==> src/rtl/mem_port_arbiter_pkg.sv <==
// Shared types for the memory port arbiter: FSM states, transaction owner, request vector indices.
// Latency: n/a (types and constants only).
// Backpressure: n/a.
package mem_port_arbiter_pkg;

    typedef enum logic [1:0] {
        ARB_IDLE,
        ARB_REQ,
        ARB_WAIT_RSP
    } arb_state_e;

    typedef enum logic [1:0] {
        OWNER_NONE,
        OWNER_IF,
        OWNER_LSU
    } arb_owner_e;

    // Bit positions inside the request vector handed to the selector
    localparam int REQ_IF  = 0;
    localparam int REQ_LSU = 1;

endpackage

==> src/rtl/mem_port_arbiter_select.sv <==
// Picks the next memory port owner: LSU by default, IF once it has lost STARVE_LIMIT times in a row.
// Latency: winner is combinational from req and the starve counter; the counter updates on arb_en cycles.
// Backpressure: none; the counter only moves while the arbiter is idle (arb_en high).
module mem_arb_select
    import mem_port_arbiter_pkg::*;
#(
    parameter int STARVE_LIMIT = 4
) (
    input  logic       clock,
    input  logic       reset,
    input  logic       arb_en,
    input  logic [1:0] req,
    output arb_owner_e winner
);

    localparam int            CW    = $clog2(STARVE_LIMIT + 1);
    localparam logic [CW-1:0] LIMIT = CW'(STARVE_LIMIT);

    logic [CW-1:0] starve_cnt;
    logic          if_forced;

    // Priority pick: LSU wins unless IF has been starved long enough
    always_comb begin
        if_forced = req[REQ_IF] && (starve_cnt == LIMIT);
        winner    = OWNER_NONE;
        if (req[REQ_LSU] && !if_forced) begin
            winner = OWNER_LSU;
        end else if (req[REQ_IF]) begin
            winner = OWNER_IF;
        end
    end

    // Count consecutive LSU wins over a waiting IF; clear when IF is idle or finally wins
    always_ff @(posedge clock) begin
        if (reset) begin
            starve_cnt <= '0;
        end else if (arb_en) begin
            if (!req[REQ_IF] || winner == OWNER_IF) begin
                starve_cnt <= '0;
            end else if (winner == OWNER_LSU && starve_cnt != LIMIT) begin
                starve_cnt <= starve_cnt + 1'b1;
            end
        end
    end

endmodule

==> src/rtl/mem_port_arbiter.sv <==
// Shares the single memory port between fetch and LSU, one outstanding transaction at a time.
// Latency: 3 cycles minimum per transaction (arbitrate, request with immediate gnt, response).
// Backpressure: requesters hold req until their gnt; new requests wait until the arbiter returns to idle.
module mem_port_arbiter
    import mem_port_arbiter_pkg::*;
#(
    parameter int ADDR_WIDTH   = 32,
    parameter int DATA_WIDTH   = 32,
    parameter int STARVE_LIMIT = 4
) (
    input  logic                    clock,
    input  logic                    reset,
    input  logic                    if_req_ip,
    input  logic [ADDR_WIDTH-1:0]   if_addr_ip,
    output logic                    if_gnt_op,
    output logic                    if_rvalid_op,
    output logic [DATA_WIDTH-1:0]   if_rdata_op,
    input  logic                    lsu_req_ip,
    input  logic                    lsu_we_ip,
    input  logic [DATA_WIDTH/8-1:0] lsu_be_ip,
    input  logic [ADDR_WIDTH-1:0]   lsu_addr_ip,
    input  logic [DATA_WIDTH-1:0]   lsu_wdata_ip,
    output logic                    lsu_gnt_op,
    output logic                    lsu_rvalid_op,
    output logic [DATA_WIDTH-1:0]   lsu_rdata_op,
    output logic                    mem_req_op,
    output logic                    mem_we_op,
    output logic [DATA_WIDTH/8-1:0] mem_be_op,
    output logic [ADDR_WIDTH-1:0]   mem_addr_op,
    output logic [DATA_WIDTH-1:0]   mem_wdata_op,
    input  logic                    mem_gnt_ip,
    input  logic                    mem_rvalid_ip,
    input  logic [DATA_WIDTH-1:0]   mem_rdata_ip,
    output logic                    busy_op
);

    localparam int BE_WIDTH = DATA_WIDTH / 8;

    arb_state_e            state;
    arb_state_e            state_next;
    arb_owner_e            owner;
    arb_owner_e            winner;
    logic [ADDR_WIDTH-1:0] addr_q;
    logic                  we_q;
    logic [BE_WIDTH-1:0]   be_q;
    logic [DATA_WIDTH-1:0] wdata_q;
    logic                  launch;
    logic                  granted;
    logic                  responded;

    // gnt and rvalid only count in the state that expects them; strays elsewhere are dropped
    assign launch    = (state == ARB_IDLE) && (winner != OWNER_NONE);
    assign granted   = (state == ARB_REQ) && mem_gnt_ip;
    assign responded = (state == ARB_WAIT_RSP) && mem_rvalid_ip;

    mem_arb_select #(
        .STARVE_LIMIT (STARVE_LIMIT)
    ) u_select (
        .clock  (clock),
        .reset  (reset),
        .arb_en (state == ARB_IDLE),
        .req    ({lsu_req_ip, if_req_ip}),
        .winner (winner)
    );

    // State and owner registers; reset abandons any in-flight transaction
    always_ff @(posedge clock) begin
        if (reset) begin
            state <= ARB_IDLE;
            owner <= OWNER_NONE;
        end else begin
            state <= state_next;
            if (launch) begin
                owner <= winner;
            end else if (responded) begin
                owner <= OWNER_NONE;
            end
        end
    end

    // Next-state: arbitrate in idle, wait for gnt, then wait for the response
    always_comb begin
        state_next = state;
        case (state)
            ARB_IDLE:     if (launch)    state_next = ARB_REQ;
            ARB_REQ:      if (granted)   state_next = ARB_WAIT_RSP;
            ARB_WAIT_RSP: if (responded) state_next = ARB_IDLE;
            default:                     state_next = ARB_IDLE;
        endcase
    end

    // Capture the winner's request fields; fetches are full-word reads
    always_ff @(posedge clock) begin
        if (reset) begin
            addr_q  <= '0;
            we_q    <= 1'b0;
            be_q    <= '0;
            wdata_q <= '0;
        end else if (launch) begin
            if (winner == OWNER_LSU) begin
                addr_q  <= lsu_addr_ip;
                we_q    <= lsu_we_ip;
                be_q    <= lsu_be_ip;
                wdata_q <= lsu_wdata_ip;
            end else begin
                addr_q  <= if_addr_ip;
                we_q    <= 1'b0;
                be_q    <= '1;
                wdata_q <= '0;
            end
        end
    end

    // Drive the memory port and route gnt/response to the owner only; everything reads 0 during reset
    always_comb begin
        mem_req_op    = 1'b0;
        mem_we_op     = 1'b0;
        mem_be_op     = '0;
        mem_addr_op   = '0;
        mem_wdata_op  = '0;
        busy_op       = 1'b0;
        if_gnt_op     = 1'b0;
        lsu_gnt_op    = 1'b0;
        if_rvalid_op  = 1'b0;
        if_rdata_op   = '0;
        lsu_rvalid_op = 1'b0;
        lsu_rdata_op  = '0;
        if (!reset) begin
            mem_req_op   = (state == ARB_REQ);
            mem_we_op    = we_q;
            mem_be_op    = be_q;
            mem_addr_op  = addr_q;
            mem_wdata_op = wdata_q;
            busy_op      = (state != ARB_IDLE);
            if_gnt_op    = granted && (owner == OWNER_IF);
            lsu_gnt_op   = granted && (owner == OWNER_LSU);
            if (responded && owner == OWNER_IF) begin
                if_rvalid_op = 1'b1;
                if_rdata_op  = mem_rdata_ip;
            end
            if (responded && owner == OWNER_LSU) begin
                lsu_rvalid_op = 1'b1;
                lsu_rdata_op  = we_q ? '0 : mem_rdata_ip;
            end
        end
    end

endmodule

==> config.mk <==
export PLATFORM = sky130hd
export DESIGN_NAME = mem_port_arbiter
export DESIGN_NICKNAME = d
export VERILOG_FILES = /design/src/rtl/mem_port_arbiter_pkg.sv /design/src/rtl/mem_port_arbiter_select.sv /design/src/rtl/mem_port_arbiter.sv
export SDC_FILE = /design/constraint.sdc
export NUM_CORES = 1
export LEC_CHECK = 0
export BUFFER_PORTS_ARGS = -buffer_cell sky130_fd_sc_hd__buf_2
export CAP_MARGIN = 20
export CORE_AREA = 2 2 107 109
export CTS_CLUSTER_DIAMETER = 60
export DETAILED_ROUTE_END_ITERATION = 6
export DIE_AREA = 0 0 109 111
export PLACE_DENSITY_LB_ADDON = 0.12
export SYNTH_ARGS = -nofsm -noshare
export SYNTH_HDL_FRONTEND = slang
export SYNTH_HIERARCHICAL = 1
export SYNTH_SLANG_ARGS = --single-unit
==> constraint.sdc <==
create_clock -name clock -period 3.6 [get_ports clock]
set_input_delay 0.72 -clock clock [delete_from_list [all_inputs] [get_ports clock]]
set_output_delay 0.72 -clock clock [all_outputs]
set_load 0.02 [all_outputs]
Word level (Yosys, flattened, before mapping)

Cells that the tools add are included.

Reduce and logical (&&, ||, !) cells: 20
Add/subtract/negate cells: 1
Multiplexer cells: 30
Equality and inequality tests: 11

Operators with widths:

| cell                                                                   | count |
|---|---|
| 32-bit 2-to-1 mux                                                      | 9 |
| 1-bit 2-to-1 mux                                                       | 11 |
| 1-bit logical AND                                                      | 10 |
| 2-bit 2-to-1 mux                                                       | 5 |
| 4-bit 2-to-1 mux                                                       | 2 |
| 2-bit nonzero test                                                     | 4 |
| 2-bit by 1-bit equality test with 1-bit output (second input constant) | 3 |
| 2-bit equality test (second input constant)                            | 3 |
| 3-bit 2-to-1 mux                                                       | 2 |
| 2-bit inequality test (second input constant)                          | 3 |
| 2-bit case mux with 3 select lines                                     | 1 |
| 3-bit by 1-bit adder with 3-bit output (second input constant)         | 1 |
| 3-bit equality test (second input constant)                            | 1 |
| 3-bit inequality test (second input constant)                          | 1 |
| 3-bit AND reduction                                                    | 1 |
| 1-bit zero test                                                        | 2 |
| 2-bit zero test                                                        | 1 |
| 2-bit AND reduction                                                    | 1 |
| 1-bit logical OR                                                       | 1 |

Word-level logic and storage cells: 69
Register bits after elaboration: 76
Input bits: 139
Output and inout port bits: 139

Logic depth before layout (Yosys ltp)

Word-level depth: 9
Depth in mapped cells: 10
Mapped depth without buffers: 7

Modules after synthesis

The synthesis kept the hierarchy.

Modules (own cells, without submodules):

| module           | cells each | instances | area an instance (um^2) |
|---|---|---|---|
| mem_port_arbiter | 446        | 1         | 3977.6 |
| mem_arb_select   | 20         | 1         | 188.9 |

Worst setup path after synthesis

Ideal clock, no wire load.

Kind: input to output
Start point: in reset
End point: out if_gnt_op
Data required time: 2.880 ns
Slack: 0.940 ns
Path buffers: 1
Arrival: 1.940 ns
Stages on the path: 4
Path through: buf_2 > nor3b_2 > nand2_1 > nor3b_1

Word-level cells in the longest chain between the ends: 1

Ends and longest elaborated chain:

| element          | RTL line                | source |
|---|---|---|
| start, declared  | mem_port_arbiter.sv:12  | `input logic reset,` |
| 1-bit 2-to-1 mux | mem_port_arbiter.sv:128 | `if (!reset) begin` |
| end, declared    | mem_port_arbiter.sv:15  | `output logic if_gnt_op,` |

No other way between the ends.

Worst setup path after layout

Start point: in reset
End point: out mem_addr_op[30]

Word-level cells in the longest chain between the ends: 1

Ends and longest elaborated chain:

| element           | RTL line                | source |
|---|---|---|
| 32-bit 2-to-1 mux | mem_port_arbiter.sv:128 |  |
| end, declared     | mem_port_arbiter.sv:29  | `output logic [ADDR_WIDTH-1:0] mem_addr_op,` |

No other way between the ends.

==> metrics.md <==
| Metric | Value |
|---|---|
| Tightest Pin Transition | `0.6493 ns` |
| Post-synth EDFFs | `0` |
| Vias in the first global route | `3792` |
| N_diodes | `0` |
| GRT overflow | `0` |
| Root buffer cell | `clkbuf_16` |
| First-pass GRT wire length | `19.03 mm` |
| RSZ-0062 raised after global routing | `false` |
| R2R Path End | `be_q[1]` |
| Chip Height | `111 um` |
| Largest net degree at the start of global routing | `61` |
| CTS Buffer Depth | `2` |
| Post-Synth Simple-Gate Area | `0.3090` |
| # fillers | `1069` |
| Worst rel slew slack | `0.5672` |
| Crit Path Max Fanout | `60` |
| Worst setup EP type | `output pin` |
| Area leader, netlist | `dfxtp_1` |
| Worst hold start | `addr_q[0]` |
| Post-cts resize count | `0` |
| Switching Share | `0.3128` |
| Max IR drop VDD | `0.2435 mV` |
| Die footprint | `0.01210 sq mm` |
| # IOs | `278` |
| Layout cells sized above 1 | `0.4772` |
| DR vias | `4215` |
| Min Hold Slack | `0.5192 ns` |
| Final wirelength | `12.45 mm` |
| Combinational power share | `0.225` |
| Min-Delay Path Class | `reg2reg` |
| Row cnt | `39` |
| Core ar. | `0.01108 sq mm` |
| Cell Pwr Density | `406.7 mW/mm^2` |
| Synthesized area per cell | `8.941 sq um` |
| CTS H-tree depth | `3` |
| CTS Buf Count | `9` |
| WHS Endpoint | `addr_q[0]` |
| Cts hold-fix bufs | `0` |
| Register area share after synthesis | `0.3652` |
| Yosys reg bits | `76` |
| Initial core utilization | `0.3761` |
| Static leakage | `2.977 nW` |
| Reg power frac | `0.403` |
| Yosys warning total | `6` |
| Detailed-route vias per instance | `4.856` |
| Reg2Reg Depth | `8` |
| Mux contribution to synthesized area | `0.002402` |
| Final Power | `0.002380 W` |
| # nets final | `861` |
| Prevailing post-synth register cell | `dfxtp_1` |
| Reg2reg start | `u_select/starve_cnt[0]` |
| NetSw | `0.0007444 W` |
| Worst Skew | `0.006610 ns` |
| Layout area overhead | `40.45%` |
| Final setup violation count | `0` |
| Largest family of logic cells by synthesized area | `simple AND/OR/NAND/NOR gates` |
| Syn Inst Count | `466` |
| Dominant cells by area after synthesis | `dfxtp_1, a311oi_2, nor2b_1` |
| Antenna viol nets, final | `0` |
| DP HPWL | `8.808 mm` |
| Post-synthesis adder-cell area fraction | `0.006006` |
| Routed length per instance | `14.35 um` |
| Count of final hold-check violations | `0` |
| CTS tree | `done` |
| CTS clock-pin slew for the worst setup and hold paths | `0.07 ns` |
| DR pass1 iterations | `4` |
| Crit path from | `reset` |
| Clk Latency, worst-skew pair | `0.33 ns` |
| Fin util | `0.5283` |
| WP data arrival | `2.22 ns` |
| Final Non-Filler Cells | `868` |
| Max Slew Vio Count | `0` |
| Post-synth top area share | `0.3652` |
| Synth Area in Compound Gates | `0.2465` |
| Placer Congestion | `0.8010` |
| CP Launch Type | `input port` |
| Die width | `109 um` |
| Initial antenna violation count | `0` |
| Synthesized area | `0.004166 sq mm` |
| Max Freq | `340.3 MHz` |
| Synth Area in XOR/XNOR | `0.004204` |
| Mapped Nets | `607` |
| Crit Path Category | `in2out` |
| Residual DRC | `0` |
| Port Buf Inserts | `277` |
| Setup_tns | `0 ns` |
| CP required | `2.88 ns` |
| Commonest cells in the netlist | `dfxtp_1, nor2b_1, nand2_1, and2_1, a22o_1` |
| GRT Util Overall | `0.1961` |
| Placed cell count | `852` |
| Outcome | `completed` |
| Reg2Reg Setup Slack | `0.96 ns` |
| Period utilization | `0.8162` |
| Internal power | `0.001636 W` |
| Count leader, synth | `dfxtp_1` |
| Max-cap violation count | `0` |
| Library cells used by synthesis | `35` |
| Post-CTS Setup Repair Bufs | `0` |
| FFs w/ async S/R, synth | `0` |
| Hold depth | `2` |
| # clock sinks | `76` |
| Min cycle time layout | `2.938 ns` |
| Iter 0 DRT Violations | `243` |
| Clk pwr share | `0.372` |
cell type report:
class	count	area, sq um	area share
Inverter	6	22.52	0.003849
Sequential cell	76	1521	0.2600
Clock inverter	7	70.07	0.01197
Multi-Input combinational cell	340	2370	0.4050
Clock buffer	9	225.2	0.03849
Tap cell	143	178.9	0.03058
Timing Repair Buffer	287	1464	0.2502
layout by cell type, fill, tap and decap left out:
cell	count
buf_2	276
dfxtp_1	76
nor2b_1	71
nand2_1	70
and2_1	65
a22o_1	35
a21oi_1	33
a311oi_2	30
buf_4	11
clkbuf_16	9
inv_1	6
nor2_1	4
nor3_1	4
o221a_2	4
nand2b_1	2
nor3_2	2
a311oi_1	2
clkinv_4	2
inv_6	2
ha_1	2
nor2_4	1
nand4bb_4	1
nor3b_4	1
nor3b_2	1
nor3b_1	1
or2_1	1
nor2b_2	1
o22ai_1	1
o31a_1	1
and2_4	1
nand3b_1	1
clkinv_8	1
inv_8	1
clkinvlp_4	1
a31oi_1	1
a31oi_4	1
xnor2_1	1
mux2i_1	1
xor2_1	1
power groups by stage:
stage / Sequential [W] / Clock [W] / Combinational (W)
floorplan: 0.000964 / 0 / 0.000383
global placement: 0.000979 / 0 / 0.000531
finish: 0.000959 / 0.000885 / 0.000536
CTS: 0.000959 / 0.000911 / 0.000542
detailed placement: 0.000976 / 0 / 0.000539
global route: 0.000968 / 0.000945 / 0.000590
cell families after synthesis:
group,count (synthesis)
mux,1
fa+ha+maj,2
buf+inv,50
compound gates,108
flops,76
simple gates,227
xor+xnor,2
how the worst max path moves through the flow:
| stage | cells past startpoint | end |
|---|---|---|
| finish | 4 | mem_addr_op[30] |
| global route | 4 | mem_addr_op[30] |
| CTS | 4 | mem_addr_op[13] |
| detailed placement | 4 | mem_addr_op[13] |
| global placement | 4 | mem_addr_op[9] |
| floorplan | 4 | if_gnt_op |
critical path, cell delays in order:
cell and delay, ns:
buf_4 0.48, buf_4 0.65, nor2b_1 0.12, buf_2 0.19
metrics by stage:
stage / area (sq um) / setup slack (ns)
6_report: 5852 / 0.6616
5_1_grt: 5852 / 0.4804
4_1_cts: 5852 / 0.6443
3_5_place_dp: 5557 / 0.6513
3_3_place_gp: 5557 / 0.6570
2_1_floorplan: 4167 / 0.9403
registers in the layout (all words and copies together) (netlist names):
signal,flops
wdata_q,32
we_q,1
state,2
be_q,4
u_select/starve_cnt,3
addr_q,32
owner,2
per-layer routing:
layer	vias to the layer above	GRT usage	wire length, um
met3	16	0.04586	980
met1	1908	0.2583	5545
met5	-	0	0
li1	2116	-	-
met2	175	0.3106	5723
met4	0	0.07009	204
No activity file was read; power rests on OpenSTA's default activity.
